**src/rtl/cpu_pkg.sv**
```systemverilog
// rtl/cpu_pkg.sv - shared constants and types for the instruction byte loader
// Purpose: frame markers, IMEM geometry and the loader FSM state encoding.
// Ports: none (package).
package cpu_pkg;

  localparam int DEPTH_WORDS = 64;
  localparam int ADDR_W      = $clog2(DEPTH_WORDS);
  localparam int WORD_W      = 32;

  localparam logic [7:0] START_BYTE = 8'hFE;
  localparam logic [7:0] END_BYTE   = 8'hFF;

  typedef enum logic [1:0] {
    IDLE = 2'd0,
    LOAD = 2'd1,
    DONE = 2'd2
  } loader_state_t;

endpackage

```
**src/rtl/byte_packer.sv**
```systemverilog
// rtl/byte_packer.sv - 8->32 MSB-first shift packer with in-word byte position
// Purpose: collects stream bytes into 32-bit words; flags the cycle holding the 4th byte.
// Ports:
//   clk_i        in   clock, rising edge
//   reset        in   asynchronous active-high reset
//   shift_en_i   in   accept byte_i this cycle
//   byte_i       in   data byte
//   byte_cnt_o   out  position of byte_i inside the current word (0..3)
//   word_valid_o out  byte_i completes a word this cycle
//   word_o       out  completed word {three earlier bytes, byte_i}
module byte_packer
  import cpu_pkg::*;
(
  input  logic              clk_i,
  input  logic              reset,
  input  logic              shift_en_i,
  input  logic [7:0]        byte_i,
  output logic [1:0]        byte_cnt_o,
  output logic              word_valid_o,
  output logic [WORD_W-1:0] word_o
);

  logic [23:0] shift_q;
  logic [1:0]  byte_cnt_q;

  always_ff @(posedge clk_i or posedge reset) begin
    if (reset) begin
      shift_q    <= '0;
      byte_cnt_q <= '0;
    end else if (shift_en_i) begin
      shift_q    <= {shift_q[15:0], byte_i};
      byte_cnt_q <= byte_cnt_q + 2'd1;   // wraps 3 -> 0 at word boundary
    end
  end

  assign byte_cnt_o   = byte_cnt_q;
  assign word_valid_o = shift_en_i && (byte_cnt_q == 2'd3);
  assign word_o       = {shift_q, byte_i};

endmodule

```
**src/rtl/instr_byte_loader.sv**
```systemverilog
// rtl/instr_byte_loader.sv - framed byte stream to 32-bit IMEM word loader
// Purpose: waits for the start marker, packs bytes into words written to IMEM,
//   stops on the end marker (at a word boundary) or when IMEM is full, then
//   pulses cpu_start once and holds load_done until reset.
// Ports:
//   clk_i       in   clock, rising edge
//   reset       in   asynchronous active-high reset
//   instr_i     in   stream byte, registered every clock
//   imem_we     out  IMEM write strobe, one cycle per word
//   imem_addr   out  IMEM word address
//   imem_wdata  out  packed word, first byte in [31:24]
//   word_count  out  words written so far
//   load_done   out  program loaded (level)
//   load_full   out  IMEM filled before the end marker (level)
//   cpu_start   out  one-cycle pulse on entry to DONE
module instr_byte_loader
  import cpu_pkg::*;
(
  input  logic              clk_i,
  input  logic              reset,
  input  logic [7:0]        instr_i,
  output logic              imem_we,
  output logic [ADDR_W-1:0] imem_addr,
  output logic [WORD_W-1:0] imem_wdata,
  output logic [ADDR_W:0]   word_count,
  output logic              load_done,
  output logic              load_full,
  output logic              cpu_start
);

  localparam logic [ADDR_W:0]   LAST_COUNT = (ADDR_W+1)'(DEPTH_WORDS - 1);
  localparam logic [ADDR_W-1:0] LAST_ADDR  = ADDR_W'(DEPTH_WORDS - 1);

  loader_state_t state_q, state_d;

  logic [7:0]        byte_q;
  logic              imem_we_q;
  logic [ADDR_W-1:0] imem_addr_q;
  logic [WORD_W-1:0] imem_wdata_q;
  logic [ADDR_W:0]   word_count_q;
  logic              load_done_q, load_done_d;
  logic              load_full_q, load_full_d;
  logic              cpu_start_q, cpu_start_d;

  logic              shift_en;
  logic [1:0]        byte_cnt;
  logic              word_valid;
  logic [WORD_W-1:0] word;
  logic              end_at_boundary;
  logic              last_word;

  // Input register: the FSM and packer only ever see byte_q, so no output
  // depends combinationally on instr_i.
  always_ff @(posedge clk_i or posedge reset) begin
    if (reset) byte_q <= '0;
    else       byte_q <= instr_i;
  end

  byte_packer u_packer (
    .clk_i        (clk_i),
    .reset        (reset),
    .shift_en_i   (shift_en),
    .byte_i       (byte_q),
    .byte_cnt_o   (byte_cnt),
    .word_valid_o (word_valid),
    .word_o       (word)
  );

  // An end marker only terminates at a word boundary; mid-word it is data.
  assign end_at_boundary = (byte_cnt == 2'd0) && (byte_q == END_BYTE);
  // Previous write has always retired by the time the next word completes,
  // so word_count_q already counts every earlier word here.
  assign last_word       = word_valid && (word_count_q == LAST_COUNT);

  // State register
  always_ff @(posedge clk_i or posedge reset) begin
    if (reset) state_q <= IDLE;
    else       state_q <= state_d;
  end

  // Next-state logic
  always_comb begin
    state_d = state_q;
    unique case (state_q)
      IDLE: if (byte_q == START_BYTE) state_d = LOAD;
      LOAD: if (end_at_boundary || last_word) state_d = DONE;
      DONE: state_d = DONE;
      default: state_d = IDLE;
    endcase
  end

  // Output logic (next values of the registered flags)
  always_comb begin
    shift_en    = (state_q == LOAD) && !end_at_boundary;
    load_done_d = (state_d == DONE);
    cpu_start_d = (state_d == DONE) && (state_q != DONE);
    load_full_d = load_full_q || ((state_q == LOAD) && last_word);
  end

  always_ff @(posedge clk_i or posedge reset) begin
    if (reset) begin
      imem_we_q    <= 1'b0;
      imem_addr_q  <= '0;
      imem_wdata_q <= '0;
      word_count_q <= '0;
      load_done_q  <= 1'b0;
      load_full_q  <= 1'b0;
      cpu_start_q  <= 1'b0;
    end else begin
      imem_we_q   <= word_valid;
      load_done_q <= load_done_d;
      load_full_q <= load_full_d;
      cpu_start_q <= cpu_start_d;
      if (word_valid) imem_wdata_q <= word;
      // Address/count advance once the write cycle has been presented to IMEM.
      if (imem_we_q) begin
        word_count_q <= word_count_q + 1'b1;
        if (imem_addr_q != LAST_ADDR) imem_addr_q <= imem_addr_q + 1'b1;
      end
    end
  end

  assign imem_we    = imem_we_q;
  assign imem_addr  = imem_addr_q;
  assign imem_wdata = imem_wdata_q;
  assign word_count = word_count_q;
  assign load_done  = load_done_q;
  assign load_full  = load_full_q;
  assign cpu_start  = cpu_start_q;

endmodule
```
**config.mk**
```make
export PLATFORM = sky130hd
export DESIGN_NAME = instr_byte_loader
export DESIGN_NICKNAME = d
export VERILOG_FILES = /design/src/rtl/cpu_pkg.sv /design/src/rtl/byte_packer.sv /design/src/rtl/instr_byte_loader.sv
export SDC_FILE = /design/constraint.sdc
export NUM_CORES = 1
export LEC_CHECK = 0
export BUFFER_PORTS_ARGS = -buffer_cell sky130_fd_sc_hd__buf_2
export CAP_MARGIN = 30
export CORE_UTILIZATION = 55
export CTS_CLUSTER_DIAMETER = 30
export DETAILED_ROUTE_END_ITERATION = 6
export PLACE_DENSITY = 0.84
export SETUP_SLACK_MARGIN = 0.3
export SYNTH_ARGS = -nofsm -noshare
export SYNTH_HDL_FRONTEND = slang
export SYNTH_SLANG_ARGS = --single-unit
```
**constraint.sdc**
```tcl
create_clock -name clk_i -period 2.7 [get_ports clk_i]
set_input_delay 0 -clock clk_i [delete_from_list [all_inputs] [get_ports clk_i]]
set_output_delay 0 -clock clk_i [all_outputs]
set_load 0.02 [all_outputs]
```
# After elaboration in Yosys (flattened, before gate mapping)

Index checks and enable logic that the tools add are counted.

Register bits after elaboration: 85
Word-level logic and storage cells: 38
Output and inout bits: 49
Input bits: 10

Equality and inequality tests: 9
$add $sub $neg: 3
Muxes and demuxes: 3
Reductions and logical operators: 12

Operators by type and width:

| operator                                            | count |
|---|---|
| equality test 8 bit, second input constant          | 2 |
| adder 7 x 1 -> 7 bit, second input constant         | 1 |
| equality test 7 x 6 -> 1 bit, second input constant | 1 |
| adder 6 x 1 -> 6 bit, second input constant         | 1 |
| equality test 2 bit, second input constant          | 3 |
| logical AND 1 bit                                   | 6 |
| inequality test 6 bit, second input constant        | 1 |
| one-hot mux 2 bit (3 select lines)                  | 1 |
| zero test 2 bit                                     | 2 |
| two-way mux 2 bit                                   | 2 |
| adder 2 x 1 -> 2 bit, second input constant         | 1 |
| equality test 2 x 1 -> 1 bit, second input constant | 1 |
| logical OR 1 bit                                    | 2 |
| inequality test 2 bit, second input constant        | 1 |
| AND reduction 2 bit                                 | 1 |
| zero test 1 bit                                     | 1 |

# Longest topological paths before layout

Word-level depth: 11
Depth in mapped cells: 7
Mapped depth without buffers: 6

# Modules after synthesis

A second synthesis with hierarchy kept.

Cell total of the unflattened synthesis: 214
Area, all modules: 3409.5 sq um

Modules (own cells, without submodules):

| module            | cells each | instances | seq. area each (sq um) | area an instance (sq um) |
|---|---|---|---|---|
| instr_byte_loader | 148        | 1         | 1476.4                 | 2267.2 |
| byte_packer       | 66         | 1         | 650.6                  | 1142.3 |

# Least setup slack after synthesis

No wires, ideal clock.

Path type: register to register
From: reg u_packer.byte_cnt_q[0] (netlist: u_packer.byte_cnt_o[0])
To: reg u_packer.byte_cnt_q[1] (netlist: u_packer.byte_cnt_o[1])
Slack: 980 ps
Arrival: 1595 ps
Cell stages (with the launch flop): 7
Data required time: 2575 ps
Period minus slack after synthesis: 1720 ps
Library setup time: 125 ps
Buffers on the path: 1
Cell sequence: dfrtp_1 inv_1 ha_1 nand2_1 o31ai_4 buf_6 mux2_2

Cells in the longest elaborated chain, start to end: 4
Elaborated cells on any way between the ends: 5
Classes of those cells: add/sub: 1; reduce/logical: 4

Ends and longest elaborated chain:

| item                   | line                    | RTL |
|---|---|---|
| start, declared        | byte_packer.sv:24       | `logic [1:0] byte_cnt_q;` |
| start signal, assigned | byte_packer.sv:32       | `byte_cnt_q <= byte_cnt_q + 2'd1;` |
| zero test 2 bit        | instr_byte_loader.sv:70 | `assign end_at_boundary = (byte_cnt == 2'd0) && (byte_q == END_BYTE);` |
| logical AND 1 bit      | instr_byte_loader.sv:70 |  |
| zero test 1 bit        | instr_byte_loader.sv:94 | `shift_en = (state_q == LOAD) && !end_at_boundary;` |
| logical AND 1 bit      | instr_byte_loader.sv:94 |  |

Parallel ways exist; a longest one is shown, timed or not.
A chain may end at the register's enable or synchronous reset.

# Worst setup path after layout

From: reg u_packer.byte_cnt_q[0] (netlist: u_packer.byte_cnt_o[0])
To: reg imem_wdata_q[8] (netlist: imem_wdata[8])

Cells in the longest elaborated chain, start to end: 5
Elaborated cells on any way between the ends: 6
Classes of those cells: eq/ne: 1; reduce/logical: 5

Ends and longest elaborated chain:

| item                  | line                     | RTL |
|---|---|---|
| zero test 2 bit       | instr_byte_loader.sv:70  |  |
| logical AND 1 bit     | instr_byte_loader.sv:70  |  |
| zero test 1 bit       | instr_byte_loader.sv:94  |  |
| logical AND 1 bit     | instr_byte_loader.sv:94  |  |
| logical AND 1 bit (*) | byte_packer.sv:37        | `assign word_valid_o = shift_en_i && (byte_cnt_q == 2'd3);` |
| end signal, assigned  | instr_byte_loader.sv:114 | `if (word_valid) imem_wdata_q <= word;` |
| end, declared         | instr_byte_loader.sv:39  | `logic [WORD_W-1:0] imem_wdata_q;` |

Every way passes the cells marked *; elsewhere a longest branch is shown, timed or not.

==> impl_metrics.json <==
{
  "status": "finished clean",
  "start_util": 0.587,
  "cp_max_fo": 32,
  "rsz0062_at_grt": "no",
  "worst_pin_slew_ps": 654,
  "slew-limit-headroom": 0.564,
  "rows": 27,
  "syn_area_per_cell_um2": 15.3,
  "cap_violations": 0,
  "synth_xor_area_frac": 0.0212,
  "crit_arrival_ps": 2080,
  "io_buffers": 58,
  "cp.depth": 7,
  "layout-drive-gt1-share": 0.459,
  "finalSetupViolations": 0,
  "critPathSlowestCell": "dfrtp_1",
  "path_clk_slew_ps": 70,
  "cts_resized": 0,
  "fmax_ghz": 0.535,
  "die_x_um": 79.6,
  "drtAntennaViolNets": 0,
  "setup_tns_ps": 0,
  "grt_max_degree": 49,
  "cts_setup_buffers": 0,
  "critPathKind": "flip-flop to flip-flop",
  "grt_first_pass_wirelength_um": 9140,
  "timing.final.crit_share": 0.692,
  "synth_mux_area_frac": 0.194,
  "synth-adder-area-share": 0.0151,
  "grt_overflow": 0,
  "syn_inst": 217,
  "final_area_mm2": 0.00394,
  "first_iter_violations": 75,
  "skew_ps": 14.9,
  "dp_hpwl_um": 3860,
  "htree_levels": 3,
  "dr.pass1.iters": 4,
  "ys_warn_count": 0,
  "slowest_delay_ps": 390,
  "min_period_ps": 1870,
  "gp_congestion": 0.777,
  "top_level_ports": 59,
  "startpoint_type": "flip-flop",
  "diodes": 0,
  "cts_made_buffers": 9,
  "area_growth_pct": 19.2,
  "critPathBufInv": 2,
  "vias_per_cell": 5.23,
  "seq_area_frac_synth": 0.643,
  "n_fill_cell": 393,
  "synth_top_area_frac": 0.643,
  "drc": 0,
  "critPathRequiredTime_ps": 2910,
  "cts.sinks": 85,
  "p_leak_nw": 1.98,
  "wl_per_cell_um": 15.1,
  "cp_top_family": "buffers and inverters",
  "first_global_vias": 2001,
  "ys_seq_elements": 85,
  "ir_worst_vdd_mv": 0.528,
  "drv_slew": 0,
  "hold_viol_final": 0,
  "yosysUniqueCellTypes": 32,
  "synth_compound_area_frac": 0.0272,
  "antenna_found_initial": 0,
  "yosys-top-cells-area": "dfrtp_1 (64%), mux2_2 (19%), buf_6 (1.7%)",
  "worst_setup_path_end_kind": "flip-flop",
  "die_area_mm2": 0.00633,
  "cts.path.max_buffers": 2,
  "route.vias.total": 1923,
  "placed_cell_area_mm2": 0.00367,
  "hold_path.class": "primary input to asynchronous set/reset pin",
  "powerDensity_mw_per_mm2": 996,
  "worstPathCellList": "inv_1 -> ha_1 -> nand4_1 -> nor3_4 -> nor2_4 -> buf_4 -> mux2_2",
  "tritoncts": "built",
  "rr_worst_depth": 7,
  "core_area_mm2": 0.00564,
  "synth-simple-area-share": 0.0737,
  "die-height_um": 79.6,
  "root_buffer": "clkbuf_8",
  "final_nets": 307,
  "synth_fp_nets": 231,
  "crit_start": "u_packer.byte_cnt_o[0]",
  "synth_area_leader_cell": "dfrtp_1",
  "wl_um": 5550,
  "r2r_start": "u_packer.byte_cnt_o[0]",
  "synth_top_family_by_area": "multiplexers",
  "dp.cells": 345,
  "grt_usage": 0.192,
  "layoutNonFillerInstCount": 368,
  "clkLatencyLatePin_ps": 340,
  "syn_area_mm2": 0.00331
}
[cells in the mapped netlist]
master and count:
nor3_1 3, nand3_1 7, xor2_1 3, buf_6 5
o31ai_4 1, nand4_1 5, o22a_1 1, nand2_2 1
o21ai_0 3, xnor2_1 5, nor3_4 1, nor2_1 5
and4_1 1, or4_1 2, mux2_2 55, nand4_4 1
a2bb2oi_1 1, or4_4 1, nand2_1 5, and2b_1 1
clkbuf_1 1, a31oi_1 1, mux2_1 2, nand4b_1 1
ha_1 4, dfrtp_1 85, inv_1 7, a21o_1 1
a21oi_1 3, nor2_4 1, o21a_1 1, nand2b_1 3
[placed cells by master, fill, tap and decap left out, drive strengths merged]
cell type / n
nor2: 6
a2bb2oi: 1
inv: 6
o21a: 1
nand3: 7
nand2b: 3
and4: 1
o22a: 1
clkinv: 2
ha: 4
a21o: 1
a21oi: 3
dfrtp: 85
mux2: 57
a31oi: 1
nand2: 6
and2b: 1
buf: 62
clkbuf: 12
bufinv: 1
dlygate4sd3: 9
o31ai: 1
nand4b: 1
nand4: 6
xor2: 3
nor3: 4
o21ai: 3
or4: 3
xnor2: 5
[path summary, 6_finish.rpt]
path | endpoint | slack [ps]
worst max-delay path | imem_wdata[8] | 830
worst min-delay path | u_packer.shift_q[0] | 280
worst max register to register | imem_wdata[8] | 830
worst min register to register | imem_wdata[10] | 510
max in group asynchronous | u_packer.shift_q[5] | 1780
min in group clk_i | byte_q[5] | 300
[layer usage]
| layer | global-route usage | vias up | part of all wire | routed length (µm) |
|---|---|---|---|---|
| li1 | - | 917 | - | - |
| met1 | 0.243 | 954 | 0.45 | 2520 |
| met2 | 0.321 | 42 | 0.50 | 2770 |
| met3 | 0.0400 | 10 | 0.033 | 183 |
| met4 | 0.0764 | 0 | 0.013 | 74 |
| met5 | 0 | - | 0 | 0 |
[layout make-up]
type | count | area (µm²) | area share
inverter | 7 | 27.5 | 0.00698
clock buffer | 12 | 145 | 0.0368
multi-input combinational | 119 | 1100 | 0.278
timing repair buffer | 71 | 423 | 0.107
clock inverter | 2 | 35.0 | 0.00888
tap | 72 | 90.1 | 0.0228
sequential | 85 | 2130 | 0.539
[where the power goes]
part	total [mW]	internal, mW	switching, mW	leakage [nW]
logic	1.13	0.550	0.584	0.805
registers	1.96	1.70	0.265	1.08
clock network	0.833	0.442	0.391	0.0923
[flip-flops by register name, indices dropped and copies added (netlist names)]
signal               cells
byte_q                   8
cpu_start                1
imem_addr                6
imem_wdata              32
imem_we                  1
load_done                1
load_full                1
state_q                  2
u_packer.byte_cnt_o      2
u_packer.shift_q        24
word_count               7
[metrics by stage]
stage / setup WS (ps) / hold WS, ps / util / power, mW
after floorplan: 507 / 31.4 / - / 2.75
after global placement: 880 / 101 / 0.651 / 3.06
after detailed placement: 824 / 108 / 0.651 / 3.13
after CTS: 811 / 287 / 0.699 / 3.98
after global routing: 730 / 289 / 0.699 / 4.16
final: 831 / 282 / 0.699 / 3.93
[worst register-to-register path: stages, from the launching register on]
cell and delay, ps:
dfrtp_1 390, inv_1 60, ha_1 200, nand4_1 150, nor3_4 70, nor2_4 90, buf_4 380, mux2_2 400
[logic make-up (layout without fill, tap and decap cells)]
group / after synthesis / count (layout)
AO/OA/AOI/OAI: 12 / 12
XOR/XNOR: 8 / 8
adder cells (fa/ha/maj): 4 / 4
buffers and inverters: 13 / 92
flip-flops: 85 / 85
multiplexers: 57 / 57
AND/OR/NAND/NOR: 38 / 38
[what timing repair did]
| action | CTS | global route |
|---|---|---|
| endpoints found under the setup margin | 0 | 0 |
| hold buffers | 9 | 0 |
| hold endpoints to repair | 45 | 0 |
No activity file was read; power rests on OpenSTA's default activity.
